[config.mk]
export PLATFORM = sky130hd
export DESIGN_NAME = uart_telemetry_framer
export DESIGN_NICKNAME = d
export VERILOG_FILES = /design/src/rtl/uart_telemetry_framer.sv
export SDC_FILE = /design/constraint.sdc
export NUM_CORES = 1
export LEC_CHECK = 0
export CAP_MARGIN = 40
export CORE_AREA = 2 2 112 114
export DETAILED_ROUTE_END_ITERATION = 12
export DIE_AREA = 0 0 114 116
export SLEW_MARGIN = 20
export SYNTH_ARGS = -nofsm -noshare
export SYNTH_HDL_FRONTEND = slang
export SYNTH_SLANG_ARGS = --single-unit
[constraint.sdc]
create_clock -name clk -period 5.2 [get_ports clk]
set_input_delay 1.04 -clock clk [delete_from_list [all_inputs] [get_ports clk]]
set_output_delay 1.04 -clock clk [all_outputs]
set_load 0.005 [all_outputs]
[src/rtl/uart_telemetry_framer.sv]
// uart_telemetry_framer: snapshots sensor/status bytes on a request or a
// periodic tick and streams a 7-byte frame
// (sync, seq, moisture, temperature, light, status, xor-checksum) into a
// byte-wide valid/ready UART transmitter interface.
module uart_telemetry_framer #(
  parameter logic [7:0]  SYNC_BYTE     = 8'hA5,
  parameter int unsigned PERIOD_CYCLES = 50000000,
  parameter int unsigned TIMER_W       = 32
) (
  input  logic       clk,
  input  logic       rst,
  input  logic [7:0] moisture,
  input  logic [7:0] temperature,
  input  logic [7:0] light,
  input  logic [7:0] status,
  input  logic       send_req,
  input  logic       tx_ready,
  output logic [7:0] tx_data,
  output logic       tx_valid,
  output logic       busy,
  output logic       frame_done,
  output logic [7:0] seq,
  output logic [7:0] drop_count
);

  typedef enum logic [1:0] {IDLE, SEND, DONE} state_t;

  state_t     state_q;
  logic [2:0] idx_q;
  logic [2:0] idx_d;
  logic [7:0] byte_d;
  logic [7:0] checksum;
  logic [7:0] tx_data_q;
  logic       tx_valid_q;
  logic       busy_q;
  logic       frame_done_q;
  logic [7:0] seq_q;
  logic [7:0] drop_q;
  logic       pending_q;
  logic [7:0] snap_seq_q;
  logic [7:0] snap_moist_q;
  logic [7:0] snap_temp_q;
  logic [7:0] snap_light_q;
  logic [7:0] snap_stat_q;
  logic       tick;
  logic       trigger;

  if (PERIOD_CYCLES != 0) begin : g_timer
    localparam logic [TIMER_W-1:0] LAST = TIMER_W'(PERIOD_CYCLES - 1);
    logic [TIMER_W-1:0] timer_q;

    // Free-running period counter; frames never restart it.
    always_ff @(posedge clk) begin
      if (rst) begin
        timer_q <= '0;
      end else if (timer_q == LAST) begin
        timer_q <= '0;
      end else begin
        timer_q <= timer_q + 1'b1;
      end
    end

    assign tick = (timer_q == LAST);
  end else begin : g_no_timer
    assign tick = 1'b0;
  end

  // A request and a tick landing together are a single trigger.
  assign trigger  = send_req | tick;
  assign checksum = snap_seq_q ^ snap_moist_q ^ snap_temp_q ^ snap_light_q ^ snap_stat_q;
  assign idx_d    = idx_q + 3'd1;

  // Select the frame byte that follows the one currently offered.
  always_comb begin
    byte_d = SYNC_BYTE;
    case (idx_d)
      3'd1:    byte_d = snap_seq_q;
      3'd2:    byte_d = snap_moist_q;
      3'd3:    byte_d = snap_temp_q;
      3'd4:    byte_d = snap_light_q;
      3'd5:    byte_d = snap_stat_q;
      3'd6:    byte_d = checksum;
      default: byte_d = SYNC_BYTE;
    endcase
  end

  // Frame FSM with registered handshake outputs and trigger bookkeeping.
  always_ff @(posedge clk) begin
    if (rst) begin
      state_q      <= IDLE;
      idx_q        <= 3'd0;
      tx_data_q    <= 8'h00;
      tx_valid_q   <= 1'b0;
      busy_q       <= 1'b0;
      frame_done_q <= 1'b0;
      seq_q        <= 8'h00;
      drop_q       <= 8'h00;
      pending_q    <= 1'b0;
    end else begin
      frame_done_q <= 1'b0;
      // Only one trigger can be held back while a frame is running.
      if (trigger && state_q != IDLE) begin
        if (!pending_q) begin
          pending_q <= 1'b1;
        end else if (drop_q != 8'hFF) begin
          drop_q <= drop_q + 8'd1;
        end
      end
      case (state_q)
        IDLE: begin
          if (trigger || pending_q) begin
            snap_seq_q   <= seq_q;
            snap_moist_q <= moisture;
            snap_temp_q  <= temperature;
            snap_light_q <= light;
            snap_stat_q  <= status;
            pending_q    <= 1'b0;
            idx_q        <= 3'd0;
            tx_data_q    <= SYNC_BYTE;
            tx_valid_q   <= 1'b1;
            busy_q       <= 1'b1;
            state_q      <= SEND;
          end
        end
        SEND: begin
          if (tx_valid_q && tx_ready) begin
            if (idx_q == 3'd6) begin
              tx_valid_q   <= 1'b0;
              frame_done_q <= 1'b1;
              state_q      <= DONE;
            end else begin
              idx_q     <= idx_d;
              tx_data_q <= byte_d;
            end
          end
        end
        DONE: begin
          seq_q   <= seq_q + 8'd1;
          busy_q  <= 1'b0;
          state_q <= IDLE;
        end
        default: begin
          tx_valid_q <= 1'b0;
          busy_q     <= 1'b0;
          state_q    <= IDLE;
        end
      endcase
    end
  end

  assign tx_data    = tx_data_q;
  assign tx_valid   = tx_valid_q;
  assign busy       = busy_q;
  assign frame_done = frame_done_q;
  assign seq        = seq_q;
  assign drop_count = drop_q;

endmodule

==> results.yml, run 1 <==
synthesis:
  synthCells: 456
  async_flop_share_pct: 0
  synth_edf_count: 40
  ys.flop_type: "dfxtp_1"
  synth_warnings: 0
  synth_top_area_share_pct: 27.5
  syn_area_sq_mm: 0.00472
  avgSynthCellArea_sq_um: 10.4
  yosys.area.top_type: "dfxtp_1"
  synth_commonest_cells: "nor2_1, dfxtp_1, edfxtp_1"
  synth_top_cells_by_area: "dfxtp_1, edfxtp_1, xnor2_1"
  yosysUniqueCellTypes: 51
  seq_area_frac_synth_pct: 53.0
  ys_ff_latch: 105
  syn_nets: 500
  yosysMostFrequentCell: "nor2_1"
drt:
  firstDrtPassIters: 4
  post_drt_via_cell_ratio: 5.17
  drc_errors: 0
  drt_iter0_drc: 177
  routedWlPerCell_um: 14.9
  vias: 3457
  wirelength_um: 9970
  postRouteAntennaNets: 0
clocking:
  cts.repair.resized: 0
  clk_latency_ns: 0.35
  cts_root_buf: "clkbuf_16"
  htreeDepth: 3
  cts.clk_slew.worst_paths_ns: 0.07
  cts_made_buffers: 9
  cts_setup_buffers: 0
  tritoncts: "yes"
  clk_path_buf_depth: 2
  numClockSinks: 105
  hold_buffers: 0
layout:
  final_area_sq_mm: 0.00583
  num_antenna_cells: 0
  final_cells: 669
  syn_to_final_growth_pct: 23.4
  drive_gt1_share_pct: 6.32
  finalNetCount: 561
  utilization_pct: 48.9
  n_fill_cell: 1108
floorplanning:
  dieArea_sq_mm: 0.0132
  io_pins: 63
  fp-row-count: 40
  initial_utilization_pct: 39.7
  die_w_um: 114
  die_h_um: 116
  coreArea_sq_mm: 0.0119
global_route:
  grt_remaining_overflow: 0
  grt_max_degree: 43
  grt_usage_pct: 16.0
  grt_pass1_vias: 3306
  grt_pass1_wl_um: 16600
  antenna_found_initial: 0
worst_setup_path:
  path_common_cell: "buf_4"
  path_class: "reg2reg"
  crit_slowest_cell: "buf_4"
  crit_family: "simple AND/OR/NAND/NOR gates"
  startpoint_type: "register"
  worstPathRequired_ns: 5.18
  path_buf_inv: 2
  cp-end-kind: "register"
  cpPeakStageDelay_ns: 0.48
  arrival_ns: 2.75
  cp_max_fo: 42
  cp_cell_sequence: "ha_1 -> and3_1 -> nand4_1 -> o31ai_1 -> buf_4 -> nor2_1 -> nor4_4 -> buf_4"
sta:
  finalMaxSlewViolations: 0
  grt_setup_unrepaired: "false"
  tns_ns: 0
  worstMarginPinSlew_ns: 0.685
  setup_viol: 0
  hold_viol_final: 0
  max_freq_ghz: 0.362
  min_period_ns: 2.77
  skew_ns: 0.00872
  min_period_over_period_pct: 53.2
  slew_headroom_pct: 54.0
power:
  peakVddDrop_uv: 178
  p_per_area_mw_per_mm2: 289
  p_leak_uw: 0.00201
  total_power_uw: 1680
hold_path:
  hold_class: "reg2reg"
placement:
  place.gp.congestion: 0.766
  hpwl_um: 7100
  dpl-instance-area_sq_mm: 0.00553
  io_buffers: 62
  dp.cells: 653
flow_run:
  max_cap_viol_count: 0
outcome:
  status: "complete, no violations"
[layout make-up]
cell class / count / area [sq um] / share of cell area [%]
clock buffer: 13 / 282 / 4.83
clock inverter: 3 / 20.0 / 0.343
inverter: 11 / 41.3 / 0.708
multi-input combinational: 321 / 2120 / 36.4
sequential: 105 / 2500 / 42.9
tap: 147 / 184 / 3.16
timing repair buffer: 69 / 681 / 11.7
[placed cells by master, fill, tap and decap left out, drive strengths merged, types with 8 or more instances in the layout]
| cell | instances |
|---|---|
| inv | 12 |
| nand3 | 24 |
| edfxtp | 40 |
| nand2 | 36 |
| dfxtp | 65 |
| nand4 | 17 |
| clkdlybuf4s50 | 62 |
| ha | 8 |
| nor3 | 11 |
| and3 | 8 |
| xor2 | 32 |
| xnor2 | 39 |
| a221oi | 8 |
| a21oi | 8 |
| clkbuf | 13 |
| nor2 | 71 |
[metal layers]
metal,GRT usage [%],vias up,share of wire (%)
li1,-,1735,-
met1,21.6,1646,48
met2,25.1,70,46
met3,5.02,6,5.1
met4,4.47,0,1.1
met5,0,-,0
[flip-flops by register name, indices dropped and copies added, names as in the netlist, 2 cells and up]
name	cells
g_timer.timer_q	32
drop_count	8
seq	8
snap_light_q	8
snap_moist_q	8
snap_seq_q	8
snap_stat_q	8
snap_temp_q	8
tx_data	8
idx_q	3
state_q	2
[metrics by stage]
step | setup slack, ns | hold slack, ns
global placement | 2.24 | 0.434
finish | 2.43 | 0.453
global route | 2.20 | 0.476
floorplan | 0.975 | 0.430
CTS | 2.40 | 0.455
detailed placement | 2.17 | 0.440
[kinds of logic after synthesis]
logic type	count (synthesis)	share of synthesized area [%]
simple gates	189	19.9
flops	105	53.0
xor+xnor	73	14.1
compound gates	48	7.60
buf+inv	30	2.65
fa+ha+maj	8	2.12
mux	3	0.636
[path summary, 6_finish.rpt]
| kind | start | to | slack (ns) | cells past startpoint |
|---|---|---|---|---|
| worst max-delay path | g_timer.timer_q[0]$_SDFF_PP0_ | snap_light_q[3]$_DFFE_PP_ | 2.43 | 8 |
| worst min register to register | busy$_SDFFE_PP0P_ | busy$_SDFFE_PP0P_ | 0.45 | 1 |
| worst max register to register | g_timer.timer_q[0]$_SDFF_PP0_ | snap_light_q[3]$_DFFE_PP_ | 2.43 | 8 |
| worst min-delay path | busy$_SDFFE_PP0P_ | busy$_SDFFE_PP0P_ | 0.45 | 1 |
[power by group]
group,internal (uW),total [uW],switching [uW]
Clock,380,666,286
Sequential,878,897,19.0
Combinational,68.5,121,52.1
No activity file was read; power rests on OpenSTA's default activity.
==> run 2, diff against run 1 <==
==> constraint.sdc (replaced) <==
create_clock -name clk -period 2.2 [get_ports clk]
set_input_delay 0.44 -clock clk [delete_from_list [all_inputs] [get_ports clk]]
set_output_delay 0.44 -clock clk [all_outputs]
set_load 0.005 [all_outputs]
==> run 2 against run 1 <==
Net effect:
- critical path depth unchanged
- sequential power up 140%
- cell area up 6.1%
- setup slack worse by 2.4 ns
- total power up 140%
- register-to-register slack worse by 2.4 ns
==> results.yml, run 2 (same netlist as run 1, synthesis figures left out) <==
outcome:
  status: "complete, no violations"
power:
  p_comb_share_pct: 8.4
  p_leak_uw: 0.00218
  p_per_area_mw_per_mm2: 647
  intPower_uw: 3140
  clockPowerShare_pct: 38.6
  swShare_pct: 21.6
  p_sw_uw: 862
  seqPwrFrac_pct: 53.0
  peakVddDrop_uv: 618
floorplanning:
  die_h_um: 116
  fp-row-count: 40
  dieArea_sq_mm: 0.0132
  die_w_um: 114
  io_pins: 63
  coreArea_sq_mm: 0.0119
  initial_utilization_pct: 39.7
worst_setup_path:
  path_class: "reg2reg"
  cp_max_fo: 5
  arrival_ns: 2.24
  cp-end-kind: "register"
  worstPathRequired_ns: 2.27
  startpoint_type: "register"
sta:
  max_freq_ghz: 0.459
  setup_ws_ns: 0.0222
  slew_headroom_pct: 63.1
  worstMarginPinSlew_ns: 0.551
  whs_ns: 0.475
  hold_viol_final: 0
  min_period_ns: 2.18
  tns_ns: 0
  setup_viol: 0
  grt_setup_unrepaired: "true"
  finalMaxSlewViolations: 0
  min_period_over_period_pct: 99.0
  skew_ns: 0.00775
global_route:
  grt_usage_pct: 16.4
  grt_pass1_wl_um: 16900
  grt_max_degree: 43
  grt_remaining_overflow: 0
  grt_pass1_vias: 3440
  antenna_found_initial: 0
layout:
  largest_reg_flops: 32
  num_antenna_cells: 0
  layout_common_cells: "nor2_1, clkdlybuf4s50_1, dfxtp_1, edfxtp_1, xnor2_1"
  syn_to_final_growth_pct: 30.9
  utilization_pct: 51.9
  finalNetCount: 587
  drive_gt1_share_pct: 13.5
  final_cells: 695
  top_register: "g_timer.timer_q"
  final_common_cell: "nor2_1"
placement:
  place.gp.congestion: 0.795
  hpwl_um: 7300
  dp_slack_ns: 0.00875
  dp.cells: 670
  io_buffers: 62
clocking:
  numClockSinks: 105
  clk_path_buf_depth: 2
  tritoncts: "yes"
  cts.clk_slew.worst_paths_ns: 0.06
  cts_made_buffers: 9
  cts_root_buf: "clkbuf_16"
  hold_buffers: 0
  clk_latency_ns: 0.35
  htreeDepth: 3
drt:
  firstDrtPassIters: 4
  postRouteAntennaNets: 0
  vias: 3562
  wirelength_um: 10800
  drc_errors: 0
  routedWlPerCell_um: 15.6
  drt_iter0_drc: 164
  post_drt_via_cell_ratio: 5.13
flow_run:
  max_cap_viol_count: 0
hold_path:
  hold_class: "reg2reg"
-- run 2: through the flow --
stage          power [uW]  area, sq um
2_1_floorplan        2320         4770
3_3_place_gp         2460         5710
3_5_place_dp         2470         5710
4_1_cts              4020         5990
5_1_grt              4170         6180
6_report             4000         6180
-- run 2: area by class of cell --
class,count,area [sq um]
Fill cell,1053,5730
Sequential cell,105,2520
Multi-Input combinational cell,321,2190
Timing Repair Buffer,95,966
Clock buffer,14,275
Tap cell,147,184
Inverter,11,41.3
Clock inverter,2,11.3
-- run 2: critical path, cell delays in order, from the launching register on --
cell	delay, ns
dfxtp_4	0.35
nor4bb_2	0.29
nand4_1	0.18
o31ai_2	0.28
buf_4	0.19
nor2_4	0.04
nor4_4	0.22
buf_6	0.19
clkbuf_16	0.15
-- run 2: repair_timing --
item	in CTS	in global routing
resized for setup	0	20
setup endpoints to repair	0	41
setup buffers	0	5
-- run 2: routing by layer --
metal	vias to the layer above	wire, um	GRT usage [%]
met5	-	0	0
met4	0	120	6.26
met3	10	524	4.55
met2	80	5080	25.8
met1	1691	5090	21.7
li1	1781	-	-
-- run 2: power by group through the flow --
stage	sequential [uW]	combinational, uW	clock (uW)
finish	2120	336	1550
global route	2120	364	1680
CTS	2120	306	1600
detailed placement	2160	305	0
global placement	2160	298	0
floorplan	2150	163	0
-- run 2: path summary, 6_finish.rpt --
kind,slack [ns],end,start,cells after the start
worst max-delay path,0.02,snap_seq_q[7]$_DFFE_PP_,g_timer.timer_q[16]$_SDFF_PP0_,8
worst min-delay path,0.47,busy$_SDFFE_PP0P_,busy$_SDFFE_PP0P_,1
worst max register to register,0.02,snap_seq_q[7]$_DFFE_PP_,g_timer.timer_q[16]$_SDFF_PP0_,8
worst min register to register,0.47,busy$_SDFFE_PP0P_,busy$_SDFFE_PP0P_,1
==> run 3, diff against run 2 <==
--- a/config.mk
+++ b/config.mk
@@ -7,6 +7,7 @@
 export LEC_CHECK = 0
 export CAP_MARGIN = 40
 export CORE_AREA = 2 2 112 114
+export CTS_CLUSTER_SIZE = 24
 export DETAILED_ROUTE_END_ITERATION = 12
 export DIE_AREA = 0 0 114 116
 export SLEW_MARGIN = 20
==> results of run 3 <==
No change in the layout: final DEF, timing and power equal those of run 2.
